## src/rtl/operacje_bitowe_pkg.sv

```systemverilog
// Shared types for the pipelined bit-field manipulation unit.
package operacje_bitowe_pkg;

  typedef enum logic [1:0] {
    OP_SET = 2'd0,
    OP_CLR = 2'd1,
    OP_TGL = 2'd2,
    OP_EXT = 2'd3
  } op_e;

  // Fixed-width view of a stage-1 entry at the default 32-bit operand width.
  // The top module builds its own struct with the same field order so that the
  // operand width stays a module parameter.
  localparam int DEF_BITS  = 32;
  localparam int DEF_IDX_W = $clog2(DEF_BITS);

  typedef struct packed {
    op_e                  op;
    logic [DEF_BITS-1:0]  a;
    logic [DEF_IDX_W-1:0] idx;
    logic [DEF_BITS-1:0]  mask;
    logic                 err;
  } stage1_def_t;

endpackage

```

## src/rtl/operacje_bitowe_potok_generator_maski.sv

```systemverilog
// Combinational field-mask generator: ones at bits start..start+n-1, plus an
// error flag when the field is negative or runs past the top of the word.
module generator_maski #(
  parameter int BITS  = 32,
  parameter int IDX_W = $clog2(BITS)
) (
  input  logic signed [BITS-1:0] start,
  input  logic [IDX_W:0]         n,
  output logic [BITS-1:0]        mask,
  output logic                   err
);

  // Two spare bits so start_low + n can never wrap.
  localparam int SUM_W = IDX_W + 2;
  localparam logic [SUM_W-1:0] LIMIT = SUM_W'(BITS);

  logic [SUM_W-1:0] start_low;
  logic [SUM_W-1:0] end_pos;
  logic             high_bits;

  assign start_low = {2'b00, start[IDX_W-1:0]};
  assign end_pos   = start_low + {1'b0, n};
  // Any set bit above the index range (below the sign) means start >= BITS.
  assign high_bits = |start[BITS-2:IDX_W];
  assign err       = start[BITS-1] | high_bits | (end_pos > LIMIT);

  genvar gi;
  generate
    for (gi = 0; gi < BITS; gi = gi + 1) begin : g_mask
      localparam logic [SUM_W-1:0] POS = SUM_W'(gi);
      assign mask[gi] = (POS >= start_low) && (POS < end_pos);
    end
  endgenerate

endmodule

```

## src/rtl/operacje_bitowe_potok.sv

```systemverilog
// Two-stage pipelined set/clear/toggle/extract of a bit field, with
// valid/ready on both sides and a saturating count of errored results.
module operacje_bitowe_potok
  import operacje_bitowe_pkg::*;
#(
  parameter int BITS  = 32,
  parameter int IDX_W = $clog2(BITS),
  parameter int CNT_W = 8
) (
  input  logic                   i_clk,
  input  logic                   i_rst,
  input  logic                   i_valid,
  output logic                   o_ready,
  input  logic [1:0]             i_op,
  input  logic signed [BITS-1:0] i_arg_A,
  input  logic signed [BITS-1:0] i_arg_B,
  input  logic [IDX_W-1:0]       i_len,
  output logic                   o_valid,
  input  logic                   i_ready,
  output logic signed [BITS-1:0] o_result,
  output logic                   o_error,
  output logic [CNT_W-1:0]       o_err_cnt
);

  typedef struct packed {
    op_e              op;
    logic [BITS-1:0]  a;
    logic [IDX_W-1:0] idx;
    logic [BITS-1:0]  mask;
    logic             err;
  } stage1_t;

  localparam logic [CNT_W-1:0] CNT_MAX = '1;

  stage1_t          s1_reg;
  stage1_t          s1_next;
  logic             s1_valid_reg;
  logic             o_valid_reg;
  logic [BITS-1:0]  o_result_reg;
  logic             o_error_reg;
  logic [CNT_W-1:0] err_cnt_reg;

  logic             s2_load;
  logic             s1_load;
  logic             accept;
  logic [IDX_W:0]   field_n;
  logic [BITS-1:0]  gen_mask;
  logic             gen_err;
  logic [BITS-1:0]  result_next;

  // Handshake: stage 2 frees when its result leaves, stage 1 when it moves on.
  assign s2_load = !o_valid_reg || i_ready;
  assign s1_load = !s1_valid_reg || s2_load;
  assign o_ready = s1_load;
  assign accept  = i_valid && s1_load;

  assign field_n = {1'b0, i_len} + {{IDX_W{1'b0}}, 1'b1};

  generator_maski #(
    .BITS  (BITS),
    .IDX_W (IDX_W)
  ) u_generator_maski (
    .start (i_arg_B),
    .n     (field_n),
    .mask  (gen_mask),
    .err   (gen_err)
  );

  always_comb begin
    s1_next      = s1_reg;
    s1_next.op   = op_e'(i_op);
    s1_next.a    = i_arg_A;
    s1_next.idx  = i_arg_B[IDX_W-1:0];
    s1_next.mask = gen_mask;
    s1_next.err  = gen_err;
  end

  always_comb begin
    result_next = '0;
    if (!s1_reg.err) begin
      case (s1_reg.op)
        OP_SET:  result_next = s1_reg.a | s1_reg.mask;
        OP_CLR:  result_next = s1_reg.a & ~s1_reg.mask;
        OP_TGL:  result_next = s1_reg.a ^ s1_reg.mask;
        default: result_next = (s1_reg.a & s1_reg.mask) >> s1_reg.idx;
      endcase
    end
  end

  always_ff @(posedge i_clk) begin
    if (i_rst) begin
      s1_valid_reg <= 1'b0;
      s1_reg       <= '0;
    end else if (s1_load) begin
      s1_valid_reg <= accept;
      if (accept) begin
        s1_reg <= s1_next;
      end
    end
  end

  always_ff @(posedge i_clk) begin
    if (i_rst) begin
      o_valid_reg  <= 1'b0;
      o_result_reg <= '0;
      o_error_reg  <= 1'b0;
    end else if (s2_load) begin
      o_valid_reg <= s1_valid_reg;
      if (s1_valid_reg) begin
        o_result_reg <= result_next;
        o_error_reg  <= s1_reg.err;
      end
    end
  end

  // Counted on delivery, not on acceptance, so flushed requests never count.
  always_ff @(posedge i_clk) begin
    if (i_rst) begin
      err_cnt_reg <= '0;
    end else if (o_valid_reg && i_ready && o_error_reg && (err_cnt_reg != CNT_MAX)) begin
      err_cnt_reg <= err_cnt_reg + 1'b1;
    end
  end

  assign o_valid   = o_valid_reg;
  assign o_result  = o_result_reg;
  assign o_error   = o_error_reg;
  assign o_err_cnt = err_cnt_reg;

endmodule

```

## config.mk

```make
export PLATFORM = sky130hd
export DESIGN_NAME = operacje_bitowe_potok
export DESIGN_NICKNAME = d
export VERILOG_FILES = /design/src/rtl/operacje_bitowe_pkg.sv /design/src/rtl/operacje_bitowe_potok_generator_maski.sv /design/src/rtl/operacje_bitowe_potok.sv
export SDC_FILE = /design/constraint.sdc
export NUM_CORES = 1
export LEC_CHECK = 0
export ABC_AREA = 0
export CAP_MARGIN = 20
export CORE_UTILIZATION = 40
export DETAILED_ROUTE_END_ITERATION = 7
export PLACE_DENSITY_LB_ADDON = 0.25
export SLEW_MARGIN = 20
export SYNTH_ARGS = -nofsm -noshare
export SYNTH_HDL_FRONTEND = slang
export SYNTH_SLANG_ARGS = --single-unit
export TNS_END_PERCENT = 30
```

## constraint.sdc

```tcl
create_clock -name i_clk -period 4.6 [get_ports i_clk]
set_clock_uncertainty 0.1 [all_clocks]
set_input_delay 0.46 -clock i_clk [delete_from_list [all_inputs] [get_ports i_clk]]
set_output_delay 0.46 -clock i_clk [all_outputs]
set_load 0.02 [all_outputs]
```

==> Word-level counts from Yosys, hierarchy flattened <==
Index checks and enable logic that the tools add are counted.
{ "totals": {"reg_bits": 115, "inputBits": 75, "out_inout_bits": 43, "elab_cells": 135} }
{ "classes": {"n_addsub": 3, "magnitude_cmp": 65, "n_eq_ne": 3, "shifts": 1, "n_mux": 2, "n_bitwise": 7, "reduce_logical": 44} }
{ "op_table": {"columns": ["cell", "n"], "rows": [
  ["$lt A5 B7 Y1 const A", 16],
  ["$pmux W32 S3", 1],
  ["$ge A5 B5 Y1 const A", 16],
  ["$and A32 B32 Y32", 2],
  ["$lt A4 B7 Y1 const A", 8],
  ["$ge A4 B5 Y1 const A", 8],
  ["$logic_and A1 B1 Y1", 36],
  ["$mux W32", 1],
  ["$not A32 Y32", 1],
  ["$or A32 B32 Y32", 1],
  ["$shr A32 B5 Y32", 1],
  ["$xor A32 B32 Y32", 1],
  ["$lt A3 B7 Y1 const A", 4],
  ["$reduce_or A26 Y1", 1],
  ["$ge A3 B5 Y1 const A", 4],
  ["$lt A1 B7 Y1 const A", 2],
  ["$lt A2 B7 Y1 const A", 2],
  ["$ge A1 B5 Y1 const A", 2],
  ["$ge A2 B5 Y1 const A", 2],
  ["$add A8 B1 Y8 const B", 1],
  ["$ne A8 B8 Y1 const B", 1],
  ["$add A5 B6 Y7", 1],
  ["$gt A7 B6 Y1 const B", 1],
  ["$add A5 B1 Y6 const B", 1],
  ["other kinds (7)", 11]
]} }

==> Longest topological paths before layout <==
{ "depth": {"depth_word": 5, "depth_mapped": 10, "depth_no_buf": 9} }

==> Modules after synthesis <==
From an unflattened synthesis, not the netlist that was laid out.
{ "unflattened": {"hier_cells": 1108, "hier_area_um2": 9684.3} }
{ "modules_own_cells": {"columns": ["mod", "n_inst", "cells_each", "area_per_inst_um2", "seq_area_each_um2"], "rows": [
  ["operacje_bitowe_potok", 1, 975, 8692.1, 2302.2],
  ["generator_maski", 1, 133, 992.2, 0.0]
]} }

==> Least setup slack after synthesis <==
Ideal clock, no wire load.
{ "synth_path": {"kind": "input to register", "start": "input port i_arg_B[0]", "end": "register s1_reg[17] in the netlist's numbering", "setup_ps": 150, "arrival_ps": 2516, "required_time_ps": 4350, "setup_slack_ps": 1834, "path_stages": 9, "n_path_buf": 0, "cell_sequence": "inv_1 ha_1 fa_1 nand4bb_1 o31a_1 a2111oi_4 nor3_1 a32oi_1 a21oi_1"} }
{ "synth_via": {"elab_chain_len": 3, "elab_cells_between_ends": 4, "classes_between": "1 x add/sub; 2 x order compare; 1 x reduce/logical"} }
{ "synth_rtl": {"columns": ["item", "line_no", "text"], "rows": [
  ["from (decl)", "operacje_bitowe_potok.sv:16", "input logic signed [BITS-1:0] i_arg_B,"],
  ["$add A5 B6 Y7", "operacje_bitowe_potok_generator_maski.sv:22", "assign end_pos = start_low + {1'b0, n};"],
  ["$lt A5 B7 Y1", "operacje_bitowe_potok_generator_maski.sv:31", "assign mask[gi] = (POS >= start_low) && (POS < end_pos);"],
  ["$logic_and A1 B1 Y1 *", "operacje_bitowe_potok_generator_maski.sv:31", null],
  ["to (signal assigned)", "operacje_bitowe_potok.sv:97", "s1_reg <= s1_next;"],
  ["to (decl)", "operacje_bitowe_potok.sv:35", "stage1_t s1_reg;"]
]} }
Every way passes the cells marked *; elsewhere a longest branch is shown, timed or not.
A chain may end at the register's enable or synchronous reset.

==> Worst setup path after layout <==
Same ends and word-level chain as after synthesis.

==> impl_metrics.json <==
{
  "netlist-cell-type-count": 67,
  "layout.core_utilization_pct": 49.81,
  "synth.area.top_cells": "dfxtp_1 25%, ha_1 14%, mux4_2 7.2%",
  "setup_slack_ns": 1.201,
  "timing.critical_path.cells": "clkdlybuf4s50_1 -> inv_1 -> ha_1 -> fa_1 -> nand4bb_1 -> o31a_1 -> a2111oi_4 -> nor3_1 -> a32oi_1 -> a21oi_1",
  "ctsHtreeMaxLevel": 4,
  "synthesis.area_per_instance_um2": 8.299,
  "drt_pass1_iterations": 8,
  "pre_cts_ws_ns": 0.7697,
  "drt_iter0_markers": 706,
  "synth-xor-area-share_pct": 0.6734,
  "drive_above_1_share_pct": 8.446,
  "die-area_um2": 23370,
  "area.growth.synth_to_final_pct": 20.88,
  "globalRoute.totalOverflow": 0,
  "grt_first_pass_wirelength_um": 43610,
  "max-cap-violations": 0,
  "drv_slew": 0,
  "reg2reg_from": "s1_reg[34]",
  "min-delay-path-class": "primary input to flop",
  "yosys_warnings": 0,
  "p_per_area_nw_per_um2": 284.0,
  "floorplan.initialDensity_pct": 41.21,
  "tritoncts_buffers": 17,
  "crit_start": "i_arg_B[0]",
  "cts_max_path_buffers": 2,
  "totalWireLength_um": 27840,
  "fin_area_um2": 11000,
  "dp.final_hpwl_um": 21230,
  "clk-insertion-delay-late_ns": 0.43,
  "fin_hold_ws_ns": 0.3314,
  "setup-tns-final_ns": 0,
  "n_fill_cell": 2149,
  "cts_sinks": 115,
  "endpoint": "s1_reg[17]",
  "post_cts_buffers": 0,
  "synth_top_area_cell": "dfxtp_1",
  "cts_resized": 0,
  "hold_viol_final": 0,
  "critical_path.reg2reg.endpoint": "o_result[1]",
  "synth_adder_area_share_pct": 14.24,
  "via_per_instance_ratio": 5.777,
  "pin_count": 118,
  "synthesis_stage_register_bit_count": 115,
  "core_um2": 22090,
  "place_area_um2": 10390,
  "ys_async_sr_fraction_pct": 0,
  "synth_top_area_share_pct": 25.29,
  "path_class": "primary input to flop",
  "violations": "design-rule violations",
  "placementRows": 54,
  "lkg_pwr_nw": 4.227,
  "number_of_global_route_vias_before_repair": 7790,
  "slowest_stage": "a2111oi_4",
  "slew-limit-headroom_pct": 30.62,
  "synth_ff_type": "dfxtp_1",
  "maximum_clock_rate_mhz": 294.2,
  "path_clk_slew_ns": 0.06,
  "ant_nets": 0,
  "length_in_cells_of_the_worst_reg_to_reg_path": 6,
  "combinational_family_with_the_most_area_after_synthesis": "compound AO/OA/AOI/OAI gates",
  "syn-instance-count": 1097,
  "post_cts_hold_buffer_count": 0,
  "num-nets-final": 1349,
  "drc": 2,
  "critical_path_startpoint_category": "primary input",
  "vdd_ir_drop_max_v": 0.0002424,
  "setup_viol": 0,
  "die_width_um": 152.9,
  "count_of_flip_flops_with_a_built_in_enable_after_synthesis": 0,
  "grt_max_degree": 47,
  "routedWlPerCell_um": 19.01,
  "grt_antenna_before_repair": 0,
  "cell_area_after_technology_mapping_um2": 9104,
  "critPathRequiredTime_ns": 4.78,
  "final_critical_delay_including_setup_and_external_delays_ns": 3.399,
  "synthSimpleGateAreaFrac_pct": 15.57,
  "arrival_ns": 3.58,
  "synthesis.nets": 1275,
  "status": "finished, violations left",
  "worst-r2r-setup-slack_ns": 1.49,
  "tritoncts": "done",
  "min_period_over_period_pct": 73.89,
  "setup.worst_path.end_class": "flop",
  "antennaDiodeCount": 0,
  "worst_slew_pin_slew_ns": 1.041,
  "worst-path-max-fanout": 9,
  "vias": 8457,
  "setup_repair_after_global_routing_missed_its_margin": "false",
  "placement.io_buffers": 117,
  "multi_input_comb_area_um2": 6072,
  "placer_s_final_routability_congestion_estimate": 0.9262,
  "seq_area_frac_synth_pct": 25.29,
  "globalRouteTotalUtil_pct": 23.99,
  "max_stage_delay_ns": 0.65,
  "synth.mux.area_fraction_pct": 16.29,
  "die_height_um": 152.9,
  "clock_tree.root_cell": "clkbuf_16",
  "synth_compound_area_share_pct": 19.75,
  "max_ffs_per_register": 72,
  "area.sequential_um2": 2306
}
-- cell usage after synthesis (all sizes together), types with 6 or more instances --
| library cell | instances |
|---|---|
| a211oi | 22 |
| a21oi | 80 |
| a221oi | 15 |
| a22o | 7 |
| a22oi | 8 |
| a31oi | 7 |
| a32o | 13 |
| buf | 31 |
| clkbuf | 47 |
| dfxtp | 115 |
| ha | 102 |
| inv | 99 |
| mux2 | 14 |
| mux2i | 54 |
| mux4 | 34 |
| nand2 | 172 |
| nand3 | 13 |
| nor2 | 63 |
| nor2b | 10 |
| nor3 | 17 |
| nor4 | 8 |
| o211ai | 7 |
| o21a | 6 |
| o21ai | 50 |
| o221ai | 11 |
| o22ai | 17 |
| o31ai | 6 |
| or3 | 9 |
-- layout make-up --
| class | count | area share (%) |
|---|---|---|
| clock inverters | 12 | 1.308 |
| clock buffers | 20 | 4.241 |
| well taps | 280 | 3.184 |
| inverters | 101 | 3.445 |
| repair buffers | 133 | 11.69 |
| flip-flops and latches | 115 | 20.96 |
| multi-input cells | 803 | 55.18 |
-- worst max-delay path, delay by kind of cell --
family,cells,cell delay (ns)
adders and majority gates,2,0.72
buffers and inverters,2,0.66
and+or+nand+nor,2,0.51
AOI/OAI and AO/OA,4,1.23
-- metrics by stage --
step / cells / power (mW)
4_1_cts: 1464 / 3.142
3_5_place_dp: 1432 / 1.760
2_1_floorplan: 1097 / 1.525
6_report: 1464 / 3.125
5_1_grt: 1464 / 3.261
3_3_place_gp: 1432 / 1.751
-- power breakdown --
part,total [mW],switching (mW),internal (mW),leakage [nW]
clock,1.38,0.528,0.849,0.290
combinational,0.623,0.358,0.265,3.00
sequential,1.12,0.0765,1.05,0.942
total,3.13,0.963,2.16,4.23
-- layout by cell type (no fill, tap or decap), drive strengths merged, types with 9 or more instances in the layout --
cell,count
nand2,172
clkdlybuf4s50,116
dfxtp,115
inv,103
ha,102
a21oi,80
nor2,63
mux2i,54
o21ai,50
mux4,34
a211oi,22
clkbuf,20
o22ai,17
nor3,17
buf,17
a221oi,15
mux2,14
nand3,13
a32o,13
o221ai,11
nor2b,10
or3,9
-- worst min-delay path by stage --
stage | endpoint | cells after the start | startpoint
global route | o_err_cnt[6] | 2 | i_rst
global placement | o_result[4] | 2 | o_result[4]
detailed placement | o_result[4] | 2 | o_result[4]
floorplan | s1_reg[15] | 2 | s1_reg[15]
finish | o_err_cnt[6] | 2 | i_rst
CTS | o_err_cnt[6] | 2 | i_rst
-- logic make-up (layout without fill, tap and decap cells) --
logic type | after synthesis | after routing
AO/OA/AOI/OAI | 271 | 271
XOR/XNOR | 7 | 7
adder cells (fa/ha/maj) | 103 | 103
buffers and inverters | 179 | 266
flip-flops | 115 | 115
multiplexers | 102 | 102
AND/OR/NAND/NOR | 320 | 320
-- metal layers --
layer	track usage (%)	routed length, um	vias to the layer above
met4	8.466	767	0
met3	4.480	1657	51
met2	37.53	12560	303
met5	0	0	-
met1	32.96	12850	4054
li1	-	-	4049
No activity file was read; power rests on OpenSTA's default activity.
